File: src/rtl/ysyx_22041412_ifu_if.sv
// Fetch-unit bus bundle: instruction-memory request/response channel and the
// decode-side queue head. master = fetch unit, slave = memory/decode environment.
interface ysyx_22041412_ifu_if;
  // Handshake rule: a transfer happens on a rising edge where valid & ready are
  // both high; a producer holds valid until it fires unless a redirect cancels it.
  logic        imem_req_valid;
  logic [31:0] imem_req_addr;
  logic        imem_req_ready;
  logic        imem_resp_valid;
  logic [31:0] imem_resp_data;
  logic        id_valid;
  logic        id_ready;
  logic [31:0] id_instr;
  logic [31:0] id_pc;

  modport master (
    output imem_req_valid, imem_req_addr,
    input  imem_req_ready, imem_resp_valid, imem_resp_data,
    output id_valid, id_instr, id_pc,
    input  id_ready
  );

  modport slave (
    input  imem_req_valid, imem_req_addr,
    output imem_req_ready, imem_resp_valid, imem_resp_data,
    input  id_valid, id_instr, id_pc,
    output id_ready
  );
endinterface

File: src/rtl/ysyx_22041412_ifu.sv
// Instruction fetch unit: PC owner, one-outstanding imem fetcher, {pc,instr} queue.
// Optional early jal redirect from decode: define YSYX_22041412_IFU_JAL_EARLY_EN.
module ysyx_22041412_ifu #(
  parameter logic [31:0] RESET_PC = 32'h8000_0000,
  parameter int          QDEPTH   = 4
) (
  input  logic                       clk,
  input  logic                       rst,
  ysyx_22041412_ifu_if.master        bus,
  input  logic                       ex_redirect,
  input  logic [63:0]                ex_redirect_pc,
  input  logic                       jal_ok,
  input  logic [63:0]                jal_pc
);
  localparam int PW = $clog2(QDEPTH);
  localparam int CW = PW + 1;

  logic [31:0] fetch_pc_q, fetch_pc_d;
  logic [31:0] inflight_pc_q, inflight_pc_d;
  logic        outstanding_q, outstanding_d;
  logic        drop_q, drop_d;
  logic [PW-1:0] head_q, head_d, tail_q, tail_d;
  logic [CW-1:0] count_q, count_d;
  logic [31:0] pc_mem_q [QDEPTH];
  logic [31:0] pc_mem_d [QDEPTH];
  logic [31:0] instr_mem_q [QDEPTH];
  logic [31:0] instr_mem_d [QDEPTH];

  logic        jal_ok_eff, redir, room, req_valid, fire, id_valid, push, pop;
  logic [31:0] target;
  logic        unused_bits;

  // Every redirect input bit is consumed so the upper halves do not dangle.
  assign unused_bits = ^{ex_redirect_pc, jal_pc, jal_ok};

  always_comb begin
`ifdef YSYX_22041412_IFU_JAL_EARLY_EN
    jal_ok_eff = jal_ok & ~ex_redirect;
`else
    jal_ok_eff = 1'b0;
`endif
    redir  = ex_redirect | jal_ok_eff;
    target = ex_redirect ? {ex_redirect_pc[31:2], 2'b00} : {jal_pc[31:2], 2'b00};
    // Reserve a slot for the in-flight word so a push never meets a full queue.
    room      = (count_q + CW'(outstanding_q)) < CW'(QDEPTH);
    req_valid = ~rst & ~redir & (~outstanding_q | (bus.imem_resp_valid & ~drop_q)) & room;
    fire      = req_valid & bus.imem_req_ready;
    id_valid  = (count_q != '0);
    push      = bus.imem_resp_valid & ~drop_q & ~redir;
    pop       = id_valid & bus.id_ready & ~redir;
  end

  always_comb begin
    fetch_pc_d    = fetch_pc_q;
    inflight_pc_d = inflight_pc_q;
    outstanding_d = outstanding_q;
    drop_d        = drop_q;
    head_d        = head_q;
    tail_d        = tail_q;
    count_d       = count_q;
    pc_mem_d      = pc_mem_q;
    instr_mem_d   = instr_mem_q;

    if (fire) begin
      inflight_pc_d = fetch_pc_q;
      fetch_pc_d    = fetch_pc_q + 32'd4;
      outstanding_d = 1'b1;
    end else if (bus.imem_resp_valid) begin
      outstanding_d = 1'b0;
    end
    if (bus.imem_resp_valid) drop_d = 1'b0;

    if (redir) begin
      fetch_pc_d = target;
      // The word still in flight belongs to the old path; discard it on arrival.
      if (outstanding_q && !bus.imem_resp_valid) drop_d = 1'b1;
      head_d  = tail_q;
      count_d = '0;
    end else begin
      if (push) begin
        pc_mem_d[tail_q]    = inflight_pc_q;
        instr_mem_d[tail_q] = bus.imem_resp_data;
        tail_d              = tail_q + PW'(1);
      end
      if (pop) head_d = head_q + PW'(1);
      case ({push, pop})
        2'b10:   count_d = count_q + CW'(1);
        2'b01:   count_d = count_q - CW'(1);
        default: count_d = count_q;
      endcase
    end
  end

  always_ff @(posedge clk) begin
    if (rst) begin
      fetch_pc_q    <= RESET_PC;
      inflight_pc_q <= '0;
      outstanding_q <= 1'b0;
      drop_q        <= 1'b0;
      head_q        <= '0;
      tail_q        <= '0;
      count_q       <= '0;
    end else begin
      fetch_pc_q    <= fetch_pc_d;
      inflight_pc_q <= inflight_pc_d;
      outstanding_q <= outstanding_d;
      drop_q        <= drop_d;
      head_q        <= head_d;
      tail_q        <= tail_d;
      count_q       <= count_d;
    end
  end

  always_ff @(posedge clk) begin
    pc_mem_q    <= pc_mem_d;
    instr_mem_q <= instr_mem_d;
  end

  assign bus.imem_req_valid = req_valid;
  assign bus.imem_req_addr  = fetch_pc_q;
  assign bus.id_valid       = id_valid;
  assign bus.id_pc          = id_valid ? pc_mem_q[head_q] : 32'h0000_0000;
  assign bus.id_instr       = id_valid ? instr_mem_q[head_q] : 32'h0000_0013;
endmodule

File: src/flat_wrapper.sv
// flat-port wrapper written by rule: the top's interface ports become plain ports
module ysyx_22041412_ifu_flat 
#(
  parameter logic [31:0] RESET_PC = 32'h8000_0000,
  parameter int          QDEPTH   = 4
)
  (clk, rst, ex_redirect, ex_redirect_pc, jal_ok, jal_pc, bus_imem_req_valid, bus_imem_req_addr, bus_imem_req_ready, bus_imem_resp_valid, bus_imem_resp_data, bus_id_valid, bus_id_instr, bus_id_pc, bus_id_ready);
  ysyx_22041412_ifu_if bus_i ();
  input  logic clk;
  input  logic rst;
  input  logic ex_redirect;
  input  logic [63:0] ex_redirect_pc;
  input  logic jal_ok;
  input  logic [63:0] jal_pc;
  output wire logic [$bits(bus_i.imem_req_valid)-1:0] bus_imem_req_valid;
  output wire logic [$bits(bus_i.imem_req_addr)-1:0] bus_imem_req_addr;
  input wire logic [$bits(bus_i.imem_req_ready)-1:0] bus_imem_req_ready;
  input wire logic [$bits(bus_i.imem_resp_valid)-1:0] bus_imem_resp_valid;
  input wire logic [$bits(bus_i.imem_resp_data)-1:0] bus_imem_resp_data;
  output wire logic [$bits(bus_i.id_valid)-1:0] bus_id_valid;
  output wire logic [$bits(bus_i.id_instr)-1:0] bus_id_instr;
  output wire logic [$bits(bus_i.id_pc)-1:0] bus_id_pc;
  input wire logic [$bits(bus_i.id_ready)-1:0] bus_id_ready;
  assign bus_imem_req_valid = bus_i.imem_req_valid;
  assign bus_imem_req_addr = bus_i.imem_req_addr;
  assign bus_i.imem_req_ready = bus_imem_req_ready;
  assign bus_i.imem_resp_valid = bus_imem_resp_valid;
  assign bus_i.imem_resp_data = bus_imem_resp_data;
  assign bus_id_valid = bus_i.id_valid;
  assign bus_id_instr = bus_i.id_instr;
  assign bus_id_pc = bus_i.id_pc;
  assign bus_i.id_ready = bus_id_ready;
  ysyx_22041412_ifu #(.RESET_PC(RESET_PC), .QDEPTH(QDEPTH)) u_core (.clk(clk), .rst(rst), .bus(bus_i), .ex_redirect(ex_redirect), .ex_redirect_pc(ex_redirect_pc), .jal_ok(jal_ok), .jal_pc(jal_pc));
endmodule
File: config.mk
export PLATFORM = sky130hd
export DESIGN_NAME = ysyx_22041412_ifu_flat
export DESIGN_NICKNAME = d
export VERILOG_FILES = /design/src/rtl/ysyx_22041412_ifu_if.sv /design/src/rtl/ysyx_22041412_ifu.sv /design/src/flat_wrapper.sv
export SDC_FILE = /design/constraint.sdc
export NUM_CORES = 1
export LEC_CHECK = 0
export ABC_AREA = 1
export ABC_CLOCK_PERIOD_IN_PS = 5030
export CORE_UTILIZATION = 52
export CTS_CLUSTER_SIZE = 14
export DETAILED_ROUTE_END_ITERATION = 12
export MAX_ROUTING_LAYER = met4
export PLACE_DENSITY = 0.81
export SLEW_MARGIN = 20
export SYNTH_ARGS = -nofsm -noshare
export SYNTH_HDL_FRONTEND = slang
export SYNTH_SLANG_ARGS = --single-unit
File: constraint.sdc
create_clock -name clk -period 5.03 [get_ports clk]
set_input_delay 1.006 -clock clk [delete_from_list [all_inputs] [get_ports clk]]
set_output_delay 1.006 -clock clk [all_outputs]
set_load 0.02 [all_outputs]
==> results by group, run 1 <==
Setup path
  – Type of the worst setup path: reg -> out
  – Critical Path Fanout Max: 45
  – Required @ worst endpoint: around 4 ns
  – Setup crit start kind: flip-flop
  – Kind of end point of the critical path: output pin
  – Endpoint arrival time on the critical path: roughly 3.2 ns

Clocking
  – Clock transition at the registers of the reported paths: 0.06 ns
  – Sinks on the clock net: 317
  – Latest clock arrival within the worst-skew pair: 0.54 ns
  – Post_cts resized: 0
  – CTS tree: done
  – Clock root buffer master: sky130_fd_sc_hd__clkbuf_16
  – Hold_buf cts: 0
  – Number of levels the H-tree was split into: 1
  – Setup bufs post-CTS: 0
  – Maximum number of buffers from clock root to sink: 3
  – TritonCTS buffer count: 30

Floorplanning
  – Area of the core region: 24600 um^2
  – Row cnt: 57
  – # IOs: roughly 270
  – Die span in x: 161 um
  – Chip height: approximately 160 um
  – Die outline area: ~26000 um^2
  – Starting density of the core: approximately 54%

Timing
  – Slew at the pin closest to its max-slew limit: between 0.9 and 1 ns
  – Max Slew Vio Count: 0
  – Final setup skew: around 0.010 ns
  – Slew margin rel.: 36.6%
  – Hold slack: 0.510 ns
  – Final period util: a little over four fifths
  – Final setup viols: 0
  – Unrepaired setup endpoints after global routing: false
  – Achievable Freq: 236 MHz
  – Final critical delay including setup and external delays: 4.23 ns
  – Fin Setup TNS: 0 ns
  – Total count of hold-check failures in the final report: 0

Power
  – Maximum vdd drop: 0.311 mV
  – Leakage dissipation: 0.00569 uW
  – Power Dens Cells: 348 nW/um^2

Synthesis
  – Fraction of synthesized area in multiplexers: 0%
  – Post-Syn Area: 13200 um^2
  – Basic-gate share of the synthesized area counting and, or, nand and nor cells: 16.8%
  – Main combinational cell family by area after synthesis: simple AND/OR/NAND/NOR gates
  – #FFs+latches synth: 317
  – Post-synthesis share of cell area spent on xor and xnor gates: less than 1%
  – Synth area leaders: sky130_fd_sc_hd__edfxtp_1, sky130_fd_sc_hd__dfxtp_1, sky130_fd_sc_hd__nor2_1, sky130_fd_sc_hd__nand2_1, sky130_fd_sc_hd__o21ai_0
  – Top cell type's share of synthesized area: 56.4%
  – Portion of the post-synthesis area used by sequential elements: 66.9%
  – Average instance area after synthesis: ~10 um^2
  – Adder-Cell Fraction of Synth Area: less than 1%
  – Cells after Synth: 1300
  – Cell taking the most area after synthesis: sky130_fd_sc_hd__edfxtp_1
  – Fraction of the mapped netlist area in compound gates: 10.7%
  – Yosys warning total: 0
  – Number of distinct library cell variants in the gate-level netlist after synthesis: 36

Routing
  – First-pass DRT Iterations: 7
  – Remaining antenna violation count: 0
  – Number of design-rule violations left by the first detailed-router iteration: 1010
  – Total vias in the final route: about 9800
  – Average via count per standard cell: between 5 and 6
  – Sum of routed wire length over all layers: between 30000 and 40000 um
  – Average wire per standard cell: around 17 um
  – Remaining routing DRC violations: 0

Final layout
  – Post-route cell area: approximately 16000 um^2
  – Final Net Count: 1614
  – Area growth from synthesis to final layout: 21.2%
  – Antenna diode count: 0
  – Count of fill cells added during filler insertion: around 1900
  – Share of layout cells above drive strength 1: 5.12%

Global route
  – Number of antenna violations at the first check in global routing: 0
  – Global-route wire length before repair: 47700 um
  – Via count of the first global-routing pass: 9279
  – Total routing usage reported by global routing: ~24%
  – Largest net degree at the start of global routing: between 60 and 70
  – Gr ovfl total: 0

Placed design
  – DP HPWL: 17700 um
  – Final weighted congestion of routability-driven global placement: 0.878
  – Cell Area, Placed: 15100 um^2
  – Buffers on Ports: 161

Status
  – Run status: finished clean

Worst hold path
  – Hold Crit Class: reg -> reg

Run
  – Max-Cap Viols: 0
[registers in the layout, summed over array words and instances (netlist names)]
register / flops
u_core.tail_q: 2
u_core.inflight_pc_q: 30
u_core.outstanding_q: 1
u_core.pc_mem_q: 120
u_core.count_q: 3
u_core.bus.imem_req_addr: 30
u_core.drop_q: 1
u_core.instr_mem_q: 128
u_core.head_q: 2
[metal layers]
layer	global-route usage, %	share of wire, %	vias to the layer above
met3	3.06	7.9	47
met5	-	0	-
met2	38.6	47	442
met1	32.1	43	4574
li1	-	-	4702
met4	7.38	2.0	0
[power by group]
| group | switching (uW) | internal [uW] |
|---|---|---|
| combinational | 302 | 194 |
| sequential | 54.0 | 2880 |
| clock | 912 | 1220 |
[final cells by class]
| cell class | instances | area [um^2] | area share (%) |
|---|---|---|---|
| timing repair buffer | 177 | 1740 | 10.9 |
| tap | 324 | 405 | 2.53 |
| sequential | 317 | 8830 | 55.2 |
| inverter | 52 | 201 | 1.26 |
| multi-input combinational | 862 | 3870 | 24.2 |
| clock inverter | 18 | 138 | 0.860 |
| clock buffer | 38 | 802 | 5.01 |
[kinds of logic after synthesis]
kind of cell,after synthesis
AND/OR/NAND/NOR,567
flip-flops,317
AO/OA/AOI/OAI,274
buffers and inverters,124
XOR/XNOR,10
adder cells (fa/ha/maj),7
other,1
[per-stage QoR]
stage / power [uW] / setup WS [ns] / std cells / util [%]
global placement: 3470 / 1.28 / 1732 / 61.2
global route: 5760 / 0.639 / 1788 / 65.0
detailed placement: 3480 / 1.28 / 1732 / 61.2
floorplan: 3260 / 0.620 / 1303 / -
CTS: 5600 / 0.811 / 1788 / 65.0
finish: 5570 / 0.797 / 1788 / 65.0
[synthesized netlist by cell type, drive strengths merged]
library cell	number
nor2	314
edfxtp	248
nand2	206
o21ai	141
a21oi	117
dfxtp	69
inv	52
clkbuf	38
nand3	35
buf	34
ha	6
nand3b	6
xor2	6
o21bai	5
a22oi	4
xnor2	4
nand4	3
nor3	3
o311ai	3
a31oi	2
a211oi	1
a21boi	1
conb	1
fa	1
[placed cells by master (no fill, tap or decap), types with 4 or more instances in the layout]
| master | netlist | final |
|---|---|---|
| sky130_fd_sc_hd__inv_1 | 47 | 47 |
| sky130_fd_sc_hd__ha_1 | 6 | 6 |
| sky130_fd_sc_hd__clkinv_2 | 0 | 8 |
| sky130_fd_sc_hd__edfxtp_1 | 248 | 248 |
| sky130_fd_sc_hd__o21bai_1 | 5 | 5 |
| sky130_fd_sc_hd__nand3b_1 | 6 | 6 |
| sky130_fd_sc_hd__dfxtp_1 | 69 | 67 |
| sky130_fd_sc_hd__o21ai_0 | 136 | 136 |
| sky130_fd_sc_hd__nand3_1 | 34 | 34 |
| sky130_fd_sc_hd__o21ai_1 | 5 | 5 |
| sky130_fd_sc_hd__buf_4 | 7 | 15 |
| sky130_fd_sc_hd__clkinv_1 | 0 | 6 |
| sky130_fd_sc_hd__nor2_4 | 0 | 4 |
| sky130_fd_sc_hd__xor2_1 | 6 | 6 |
| sky130_fd_sc_hd__clkbuf_1 | 38 | 7 |
| sky130_fd_sc_hd__nor2_1 | 313 | 309 |
| sky130_fd_sc_hd__a22oi_1 | 4 | 4 |
| sky130_fd_sc_hd__clkdlybuf4s50_1 | 0 | 161 |
| sky130_fd_sc_hd__clkbuf_16 | 0 | 31 |
| sky130_fd_sc_hd__a21oi_1 | 116 | 116 |
| sky130_fd_sc_hd__conb_1 | 1 | 4 |
| sky130_fd_sc_hd__nand2_1 | 205 | 205 |
| sky130_fd_sc_hd__xnor2_1 | 4 | 4 |
[worst max-delay path, cell delays in order (launching register included)]
cell                              delay [ns]
sky130_fd_sc_hd__dfxtp_4                0.58
sky130_fd_sc_hd__clkinv_2               0.56
sky130_fd_sc_hd__buf_4                  0.45
sky130_fd_sc_hd__nor2_1                 0.13
sky130_fd_sc_hd__nor2_1                 0.06
sky130_fd_sc_hd__o21ai_0                0.17
sky130_fd_sc_hd__o311ai_1               0.15
sky130_fd_sc_hd__clkdlybuf4s50_1        0.57
[worst paths after layout]
path / startpoint / end / slack, ns / cells after the start
setup / recovery: u_core.head_q[0]$_SDFFE_PP0P_ / bus_id_instr[4] / 0.80 / 7
hold / removal: u_core.inflight_pc_q[12]$_SDFFE_PP0P_ / u_core.inflight_pc_q[12]$_SDFFE_PP0P_ / 0.51 / 2
setup reg to reg: u_core.count_q[1]$_SDFFE_PP0P_ / u_core.bus.imem_req_addr[22]$_SDFFE_PP0P_ / 2.66 / 10
hold reg to reg: u_core.inflight_pc_q[12]$_SDFFE_PP0P_ / u_core.inflight_pc_q[12]$_SDFFE_PP0P_ / 0.51 / 2
(Power assumes the default switching activity.)
==> inputs of run 2 (changes only) <==
Settings changed: ABC_CLOCK_PERIOD_IN_PS 5030 to 3950.
Clock period 5.03 ns to 3.95 ns, I/O delays scaled along.
==> results by group, run 2 (synthesis results as in run 1) <==
Global route
  – Largest net degree at the start of global routing: 127
  – Gr ovfl total: 0
  – Number of antenna violations at the first check in global routing: 0
  – Total routing usage reported by global routing: approximately a quarter
  – Global-route wire length before repair: 46900 um
  – Via count of the first global-routing pass: 9187

Clocking
  – Post_cts resized: 0
  – Sinks on the clock net: roughly 320
  – CTS tree: done
  – TritonCTS buffer count: 30
  – Clock transition at the registers of the reported paths: 0.06 ns
  – Latest clock arrival within the worst-skew pair: 0.55 ns
  – Clock root buffer master: sky130_fd_sc_hd__clkbuf_16
  – Maximum number of buffers from clock root to sink: 3
  – Number of levels the H-tree was split into: 1
  – Hold_buf cts: 0
  – Setup bufs post-CTS: 0

Setup path
  – Required @ worst endpoint: 3.16 ns
  – Critical Path Fanout Max: 70
  – Worst stage delay on the critical path: 0.71 ns
  – Slowest library cell on the worst path: sky130_fd_sc_hd__clkdlybuf4s50_1
  – Family with the most delay on the worst path: buffers and inverters
  – Endpoint arrival time on the critical path: between 2 and 3 ns
  – Crit path cell chain: clkinv_2, buf_12, nor2_1, o311ai_0, clkdlybuf4s50_1
  – Buf+Inv Stages, Crit Path: 3
  – Kind of end point of the critical path: output pin
  – Type of the worst setup path: reg -> out
  – Setup crit start kind: flip-flop

Final layout
  – Area growth from synthesis to final layout: 21.7%
  – Largest registers in the final layout: u_core.instr_mem_q x128, u_core.pc_mem_q x120
  – Register area: just under 9000 um^2
  – Multi-input logic area: 3870 um^2
  – Commonest cells after routing, fill and taps aside: sky130_fd_sc_hd__nor2_1, sky130_fd_sc_hd__edfxtp_1, sky130_fd_sc_hd__nand2_1
  – Antenna diode count: 0
  – Register name with the most flops: u_core.instr_mem_q
  – Leading cell type in the layout, fill and taps excluded: sky130_fd_sc_hd__nor2_1
  – Count of fill cells added during filler insertion: 1843
  – Final Net Count: 1615
  – Number of flip-flops under the largest register name: 128
  – Share of layout cells above drive strength 1: 4.85%

Routing
  – Average via count per standard cell: 5.48
  – Sum of routed wire length over all layers: ~30000 um
  – First-pass DRT Iterations: 5
  – Average wire per standard cell: 17.0 um
  – Number of design-rule violations left by the first detailed-router iteration: 835
  – Total vias in the final route: 9799
  – Remaining routing DRC violations: 0
  – Remaining antenna violation count: 0

Placed design
  – Buffers on Ports: about 160
  – Final weighted congestion of routability-driven global placement: 0.884
  – Post-placement setup slack: 0.687 ns
  – DP HPWL: 17300 um

Power
  – Logic pwr share: 9.0%
  – Leakage dissipation: 0.00571 uW
  – Total chip power: 7120 uW
  – Maximum vdd drop: 0.301 mV
  – Internal power contribution: about 5500 uW
  – Relative contribution of the clock network to total power: 38.6%
  – Switching power total: 1620 uW
  – Share of total power in sequential cells: 52.4%
  – Power Dens Cells: 443 nW/um^2
  – Net switching fraction of the power: 22.7%

Timing
  – Final setup skew: between 0.006 and 0.007 ns
  – Achievable Freq: around 290 MHz
  – Max Slew Vio Count: 0
  – Final period util: 88.1%
  – Slew at the pin closest to its max-slew limit: 0.830 ns
  – Slew margin rel.: 44.6%
  – Total count of hold-check failures in the final report: 0
  – Fin Setup TNS: 0 ns
  – Minimum setup slack in the final design: 0.471 ns
  – Final setup viols: 0
  – Unrepaired setup endpoints after global routing: false
  – Final critical delay including setup and external delays: 3.48 ns

Floorplanning
  – Die span in x: 161 um
  – Chip height: 161 um
  – Starting density of the core: approximately 54%
  – # IOs: 265
  – Area of the core region: 24600 um^2
  – Die outline area: 26000 um^2
  – Row cnt: 57

Run
  – Max-Cap Viols: 0

Worst hold path
  – Hold Crit Class: reg -> reg

Status
  – Run status: finished clean
==> run 2: cell types whose count changed in the layout (fill, tap and decap cells not counted), moves of 2 or more <==
cell	previous run	this run
sky130_fd_sc_hd__buf_12	1	6
sky130_fd_sc_hd__clkinv_2	8	3
sky130_fd_sc_hd__clkinvlp_4	2	0
sky130_fd_sc_hd__buf_4	15	11
sky130_fd_sc_hd__clkbuf_1	7	10
==> run 2: power by group through the flow <==
stage,Clock (uW),Combinational [uW],Sequential [uW]
finish,2750,644,3730
detailed placement,0,641,3800
global placement,0,627,3790
global route,2920,700,3740
floorplan,0,340,3810
CTS,2790,646,3730
==> run 2: worst min-delay path, cell delays in order (launching register included) <==
cell and delay [ns]:
sky130_fd_sc_hd__dfxtp_1 0.31, sky130_fd_sc_hd__a21oi_1 0.11, sky130_fd_sc_hd__nor3_1 0.05
==> run 2: layout make-up <==
cell class	count	area share, %
multi-input cells	862	24.1
clock buffers	42	5.15
clock inverters	12	0.732
well taps	324	2.52
flip-flops and latches	317	55.0
repair buffers	178	11.3
inverters	52	1.25
==> run 2: through the flow <==
step	utilization, %	hold WS, ns	cell area [um^2]	std cells
floorplan	-	0.460	13200	1303
global placement	61.5	0.484	15100	1733
detailed placement	61.5	0.485	15100	1733
CTS	65.3	0.506	16100	1787
global route	65.3	0.519	16100	1787
finish	65.3	0.508	16100	1787
==> run 2: metal layers <==
metal	vias up	share of wire [%]	track usage [%]	wire length [um]
met3	59	8.3	3.34	2500
met2	430	47	37.5	14200
met5	-	0	-	0
met1	4617	42	31.5	12800
met4	0	2.6	6.95	801
li1	4693	-	-	-
==> run 2: path summary, 6_finish.rpt <==
kind / start / end / slack [ns] / cells past startpoint
max: u_core.head_q[0]$_SDFFE_PP0P_ / bus_id_instr[1] / 0.47 / 5
min: u_core.drop_q$_SDFF_PP0_ / u_core.drop_q$_SDFF_PP0_ / 0.51 / 2
max reg2reg: u_core.count_q[1]$_SDFFE_PP0P_ / u_core.bus.imem_req_addr[13]$_SDFFE_PP0P_ / 1.82 / 8
min reg2reg: u_core.drop_q$_SDFF_PP0_ / u_core.drop_q$_SDFF_PP0_ / 0.51 / 2
